**config.mk**
```make
export PLATFORM = sky130hd
export DESIGN_NAME = wb_led_fader
export DESIGN_NICKNAME = d
export VERILOG_FILES = /design/src/rtl/wb_led_fader.sv
export SDC_FILE = /design/constraint.sdc
export NUM_CORES = 1
export LEC_CHECK = 0
export BUFFER_PORTS_ARGS = -buffer_cell sky130_fd_sc_hd__clkbuf_2
export CORE_UTILIZATION = 45
export DETAILED_ROUTE_END_ITERATION = 10
export SLEW_MARGIN = 40
export SYNTH_ARGS = -nofsm -noshare
export SYNTH_HDL_FRONTEND = slang
export SYNTH_SLANG_ARGS = --single-unit
```
**constraint.sdc**
```tcl
create_clock -name wb_clk -period 15.53 [get_ports wb_clk]
set_clock_uncertainty 0.15 [all_clocks]
set_input_delay 1.553 -clock wb_clk [delete_from_list [all_inputs] [get_ports wb_clk]]
set_output_delay 1.553 -clock wb_clk [all_outputs]
set_load 0.03 [all_outputs]
```
**src/rtl/wb_led_fader.sv**
```systemverilog
// Wishbone classic slave driving 8 LEDs with per-channel 8-bit PWM brightness.
// Each channel's brightness steps by one LSB per prescaler tick toward its software target.
module wb_led_fader #(
  parameter int div_w = 16
) (
  input  logic        wb_clk,
  input  logic        wb_rst,
  input  logic [1:0]  wb_adr_i,
  input  logic [31:0] wb_dat_i,
  input  logic [3:0]  wb_sel_i,
  input  logic        wb_we_i,
  input  logic        wb_cyc_i,
  input  logic        wb_stb_i,
  input  logic [2:0]  wb_cti_i,
  input  logic [1:0]  wb_bte_i,
  output logic [31:0] wb_dat_o,
  output logic        wb_ack_o,
  output logic        wb_err_o,
  output logic        wb_rty_o,
  output logic [7:0]  led
);

  typedef enum logic [1:0] {
    ADR_TGT_LO = 2'd0,
    ADR_TGT_HI = 2'd1,
    ADR_CTRL   = 2'd2,
    ADR_STATUS = 2'd3
  } adr_e;

  logic [7:0]       r_tgt [8];
  logic [7:0]       r_cur [8];
  logic [div_w-1:0] r_div;
  logic [div_w-1:0] r_presc;
  logic             r_en;
  logic [7:0]       r_pwm;
  logic [7:0]       r_led;
  logic             r_ack;
  logic [31:0]      r_dat;

  adr_e        w_adr;
  logic        w_req;
  logic        w_wr;
  logic        w_ctrl_wr;
  logic        w_tick;
  logic [7:0]  w_busy;
  logic [31:0] w_mask;
  logic [31:0] w_ctrl;
  logic [31:0] w_ctrl_new;
  logic [31:0] w_rdata;
  logic        w_unused;

  // Burst-type hints are accepted but every access is treated as classic.
  assign w_unused   = ^{wb_cti_i, wb_bte_i};

  assign w_adr      = adr_e'(wb_adr_i);
  assign w_req      = wb_cyc_i & wb_stb_i & ~r_ack;
  assign w_wr       = w_req & wb_we_i;
  assign w_ctrl_wr  = w_wr & (w_adr == ADR_CTRL);
  assign w_tick     = (r_presc == r_div);
  assign w_mask     = {{8{wb_sel_i[3]}}, {8{wb_sel_i[2]}}, {8{wb_sel_i[1]}}, {8{wb_sel_i[0]}}};
  assign w_ctrl     = {r_en, {(31-div_w){1'b0}}, r_div};
  assign w_ctrl_new = (w_ctrl & ~w_mask) | (wb_dat_i & w_mask);

  always_comb begin
    for (int i = 0; i < 8; i++) w_busy[i] = (r_cur[i] != r_tgt[i]);
  end

  always_comb begin
    // NOTE: default assignment first so no path through the case infers a latch.
    w_rdata = '0;
    case (w_adr)
      ADR_TGT_LO: w_rdata = {r_tgt[3], r_tgt[2], r_tgt[1], r_tgt[0]};
      ADR_TGT_HI: w_rdata = {r_tgt[7], r_tgt[6], r_tgt[5], r_tgt[4]};
      ADR_CTRL:   w_rdata = w_ctrl;
      ADR_STATUS: w_rdata = {16'h0000, r_led, w_busy};
      default:    w_rdata = '0;
    endcase
  end

  // NOTE: sequential state uses non-blocking assignments so every flop samples pre-edge values.
  always_ff @(posedge wb_clk or posedge wb_rst) begin
    if (wb_rst) begin
      r_ack <= 1'b0;
      r_dat <= '0;
    end else begin
      r_ack <= w_req;
      if (w_req && !wb_we_i) r_dat <= w_rdata;
    end
  end

  always_ff @(posedge wb_clk or posedge wb_rst) begin
    if (wb_rst) begin
      // NOTE: the target/brightness arrays are plain flops, not RAM, so they take the reset.
      for (int i = 0; i < 8; i++) r_tgt[i] <= '0;
      r_div <= '0;
      r_en  <= 1'b0;
    end else if (w_wr) begin
      case (w_adr)
        ADR_TGT_LO, ADR_TGT_HI: begin
          for (int b = 0; b < 4; b++)
            if (wb_sel_i[b]) r_tgt[{wb_adr_i[0], 2'(b)}] <= wb_dat_i[8*b +: 8];
        end
        ADR_CTRL: begin
          r_div <= w_ctrl_new[div_w-1:0];
          r_en  <= w_ctrl_new[31];
        end
        default: ;
      endcase
    end
  end

  // A tick uses the targets as they stood before this edge.
  always_ff @(posedge wb_clk or posedge wb_rst) begin
    if (wb_rst) begin
      r_presc <= '0;
      for (int i = 0; i < 8; i++) r_cur[i] <= '0;
    end else begin
      if (w_ctrl_wr || w_tick) r_presc <= '0;
      else                     r_presc <= r_presc + div_w'(1);
      if (w_tick) begin
        for (int i = 0; i < 8; i++) begin
          if (r_cur[i] < r_tgt[i])      r_cur[i] <= r_cur[i] + 8'd1;
          else if (r_cur[i] > r_tgt[i]) r_cur[i] <= r_cur[i] - 8'd1;
        end
      end
    end
  end

  always_ff @(posedge wb_clk or posedge wb_rst) begin
    if (wb_rst) begin
      r_pwm <= '0;
      r_led <= '0;
    end else begin
      r_pwm <= r_en ? r_pwm + 8'd1 : 8'd0;
      for (int i = 0; i < 8; i++) r_led[i] <= r_en & (r_pwm < r_cur[i]);
    end
  end

  assign wb_ack_o = r_ack;
  assign wb_dat_o = r_dat;
  assign wb_err_o = 1'b0;
  assign wb_rty_o = 1'b0;
  assign led      = r_led;

endmodule

```
; Word-level counts from Yosys, hierarchy flattened
; Cells that the tools add are included.
[totals]
reg_bits = 210
latch_bits = 0
ramBits = 0
mem_bits_ro = 0
in_bits = 48
output_inout_bits = 43
word_cells = 174
mem_count = 0
[classes]
n_addsub = 18
n_mul = 0
div_mod_pow = 0
magnitude_cmp = 32
eq_ne = 12
shift = 0
muxes = 41
bitwise_logic = 21
reduce_logical = 27
[op_table]
columns = cell, count
row1 = $mux 64, 10
row2 = $bwmux 64, 4
row3 = $mux 8, 21
row4 = $lt 8x8->1, 16
row5 = $pmux 32 s4, 1
row6 = $demux 8 s3, 4
row7 = $add 8x1->8 const B, 9
row8 = $and 32x32->32, 2
row9 = $gt 8x8->1, 8
row10 = $ne 8x8->1, 8
row11 = $sub 8x1->8 const B, 8
row12 = $not 32->32, 1
row13 = $or 32x32->32, 1
row14 = $reduce_and 2->1, 10
row15 = $add 16x1->16 const B, 1
row16 = $eq 16x16->1, 1
row17 = $ge 4x4->1 const B, 4
row18 = $lt 4x1->1 const B, 4
row19 = $mux 16, 1
row20 = $not 3->4, 4
row21 = $reduce_bool 2->1, 8
row22 = $and 1x1->1, 12
row23 = $logic_and 1x1->1, 5
row24 = $eq 2x2->1 const B, 2
row25 = 6 further kinds, 6

; Depth between registers and ports, before layout
[logic_depth]
word_depth = 19
ltp_mapped = 13
mapped_depth_nobuf = 13

; Worst setup path before layout
; OpenSTA, ideal clock, no wires.
[synth_path]
path_kind = input to register
startpoint = input wb_adr_i[1]
endpoint = register r_dat[9] (netlist: wb_dat_o[9])
setup_time_ns = 0.125
arrival_time_ns = 2.951
t_required_ns = 15.255
setup_slack_ns = 12.304
path_stages = 5
path_buffers = 3
cell_sequence = buf_2 -> buf_2 -> clkbuf_1 -> mux4_2 -> mux2_2
[synth_via]
elab_chain_len = 2
elab_cells_between_ends = 5
cone_classes = eq/ne: 3 / mux: 1 / reduce/logical: 1
[synth_rtl]
columns = item, line_no
row1 = "start, declared", 8  ; input logic [1:0] wb_adr_i,
row2 = $eq 2x2->1 (tied with other cells), 71  ; case (w_adr)
row3 = $pmux 32 s4 *, 71
row4 = "end signal, assigned", 87  ; if (w_req && !wb_we_i) r_dat <= w_rdata;
row5 = "end, declared", 38  ; logic [31:0] r_dat;
; Mark *: on every way between the ends. The rest lies on a longest branch, timed or not.
; A chain may end at the register's enable or synchronous reset.

; Final worst setup path
[layout_path]
startpoint = input wb_adr_i[0]
endpoint = register r_tgt[32] (netlist name)
[layout_via]
elab_chain_len = 19
elab_cells_between_ends = 42
cone_classes = order compare: 8 / eq/ne: 1 / mux: 22 / bitwise: 4 / reduce/logical: 7
[layout_rtl]
columns = item, line_no
row1 = $not 3->4 (not written as such), 101  ; if (wb_sel_i[b]) r_tgt[{wb_adr_i[0], 2'(b)}] <= wb_dat_i[8*b +: 8];
row2 = $ge 4x4->1 (not written as such) / $lt 4x1->1 (equally long branches), 101
row3 = $logic_and 1x1->1 (not written as such), 101
row4 = $mux 8 (not written as such), 101
row5 = $demux 8 s3, 101
row6 = $bwmux 64, 101
row7 = $mux 64, 101
row8 = $mux 64, 98  ; case (w_adr)
row9 = [... 3 more ...], -
row10 = $mux 64, 98
row11 = $mux 64, 97  ; end else if (w_wr) begin
row12 = $bwmux 64, 101
row13 = $mux 64, 101
row14 = $mux 64, 98
row15 = $mux 64, 97
row16 = $bwmux 64, 101
row17 = $mux 64, 101
row18 = "end signal, assigned by index", 101
row19 = "end, declared", 30  ; logic [7:0] r_tgt [8];
; Parallel ways exist; a longest one is shown, timed or not. The select of a mux whose other input is x is not followed.

==> results.md <==
- Met3 WL: 1030 um
- EDFF count, synth: 0
- DR vias/cell: 5.42
- Clock sinks: 210
- First-pass GRT wire length: 53200 um
- Total gr overflow: 0
- Die X: 176 um
- Slew Viols, Final: 0
- Arrival @ worst endpoint: 3.66 ns
- PD cells: 211 nW/um^2
- # DRC: 0
- Uppermost routed layer: met4
- IO Count: 91
- Antenna violation net count after detailed routing: 0
- Vias in the first global route: 9821
- Largest net degree at the start of global routing: 136
- DR iter-0 viols: 533
- PostCTS Resize Cnt: 0
- Final RePlAce weighted congestion: 0.839
- Final HPWL DP: 23600 um
- Initial antenna violation count: 0
- Via Count: 9893
- Met2 wire length: 15100 um
- CP Class: in2reg
- Synth Cell Area: 13600 sq um
- Fin. Hold Viols: 0
- 1st-pass router iterations: 4
- RSZ-0062 raised after global routing: no
- Vert. Die Dim: 176 um
- Worst VDD drop: 0.102 mV
- Share of layout cells above drive strength 1: 17.6%
- R2r setup slk: 12.14 ns
- Min Tclk post-route: 3.40 ns
- Class of the worst hold path: reg2reg
- Die area: 31000 sq um
- Row count: 63
- Fmax: 294 MHz
- Sequential fraction of the synthesis area: 38.6%
- Longest Clk Path Bufs: 3
- Post-Syn Instances: 1331
- Yosys warning total: 0
- Crit path launch type: primary input
- Antenna Cells: 0
- Filler cells: 2712
- Drt wl/cell: 17.9 um
- Cell variety after synth: 41
- Worst-skew pair later-pin latency: 0.52 ns
- Syn avg cell area: 10.2 sq um
- GRT Util Overall: 22.0%
- Post-synth ARST share: 100%
- Worst Path Required: 15.79 ns
- Critical Path Sink Type: flop
- Primary FF master, synth: dfrtp_1
- Fin Hold WS: 0.307 ns
- Post-CTS Hold Fix Bufs: 0
- Worst slew pin tran: 0.737 ns
- Total CTS buffers: 25
- Setup TNS Final: 0 ns
- Pleak: 7.55 nW
- Placeable Area: 29700 sq um
- Setup Fix Bufs, Post-CTS: 0
- Initial Util: 45.8%
- Final Setup Violations: 0
- Total power: 3.24 mW
- Critical Path Fanout Max: 37
- Clock-pin slew on the worst setup and hold paths: 0.06 ns
- Synth Register Bits: 210
- TritonCTS clock tree: done
- H-tree depth: 1
- Slew HR: 50.5%
- Maxcap violations: 0
- Met1 Routed Length: 15900 um
- Final WL: 32700 um
- Area grow syn2layout: 12.8%
- Port bufs: 83
- Nets@finish: 1644
- Run status: finished, final reports clean
- Root Driver: clkbuf_16
- Fin crit share: 21.9%
Yosys cell counts (all sizes together) (19+ instances only):
master  instances  area (sq um)
dfrtp         210          5260
ha            171          2140
inv           146           548
nand2         102           393
mux2           96          1080
a21oi          90           450
o21ai          82           410
nor2           54           203
xnor2          46           403
xor2           38           333
a21o           32           240
o211ai         24           180
buf            21           126
nand4          19           125
critical path: stages:
cell and delay [ns]:
clkbuf_2 0.08, buf_4 0.32, nor3_1 0.70, and2_1 0.57
mux2_2 0.40
where the power goes:
group / internal [mW] / switching, mW / total, mW
Clock: 0.401 / 0.230 / 0.632
Sequential: 0.701 / 0.168 / 0.868
Combinational: 0.797 / 0.947 / 1.74
state kept, by name (all words and copies together), names as in the netlist, named ones only:
name,count
r_presc,16
wb_dat_o,32
r_tgt,64
r_pwm,8
r_cur,64
wb_ack_o,1
led,8
final timing paths:
| kind | from | to | cells after the start |
|---|---|---|---|
| worst max register to register | r_cur[33] | r_cur[38] | 12 |
| max in group asynchronous | wb_rst | r_cur[41] | 4 |
| worst min register to register | wb_ack_o | wb_ack_o | 1 |
| worst max-delay path | wb_adr_i[0] | r_tgt[32] | 5 |
| worst min-delay path | wb_ack_o | wb_ack_o | 1 |
| min in group asynchronous | wb_rst | wb_dat_o[31] | 2 |
layout make-up:
| cell class | instances | area, sq um | share of cell area [%] |
|---|---|---|---|
| clock buffers | 37 | 721 | 4.69 |
| clock inverters | 7 | 160 | 1.04 |
| inverters | 146 | 561 | 3.65 |
| multi-input cells | 945 | 7690 | 50.1 |
| flip-flops and latches | 210 | 5260 | 34.2 |
| well taps | 390 | 488 | 3.18 |
| repair buffers | 89 | 484 | 3.15 |
cell families after synthesis:
kind of cell / Yosys count / share of synthesized area [%]
and+or+nand+nor: 243 / 8.24
buffers and inverters: 177 / 5.23
AOI/OAI and AO/OA: 308 / 13.9
xor gates and xnor gates: 84 / 5.40
other: 1 / 0.0275
muxes: 129 / 11.7
DFF: 210 / 38.6
adders and majority gates: 179 / 16.9
per-layer routing:
metal,vias to the layer above,global-route usage (%)
met5,-,0
met4,0,4.35
met3,39,2.71
met2,155,36.4
met1,4828,30.9
li1,4871,-
metrics by stage:
step	std cells	utilization (%)	setup WS [ns]	area [sq um]
5_1_grt	1824	51.7	11.92	15400
3_3_place_gp	1779	48.5	11.34	14400
2_1_floorplan	1332	-	8.09	13600
3_5_place_dp	1779	48.6	11.59	14500
4_1_cts	1823	51.6	12.13	15300
6_report	1824	51.7	12.13	15400
placed cells by master, fill, tap and decap left out, types with 9 or more instances in the layout:
master / synthesis / final
dfrtp_1: 210 / 210
ha_1: 171 / 171
inv_1: 146 / 145
nand2_1: 98 / 98
mux2_2: 96 / 96
clkbuf_2: 0 / 83
a21oi_1: 90 / 82
o21ai_0: 81 / 81
nor2_1: 54 / 54
xnor2_1: 46 / 46
xor2_1: 38 / 38
a21o_1: 32 / 32
clkbuf_16: 0 / 25
o211ai_1: 24 / 24
nand4_1: 18 / 18
mux2i_1: 18 / 18
nand3_1: 17 / 17
nand2b_1: 17 / 17
o21a_1: 16 / 16
a211o_1: 16 / 16
o21bai_1: 16 / 16
mux4_2: 15 / 15
o31ai_1: 15 / 15
nor3_1: 9 / 9
(Power assumes the default switching activity.)
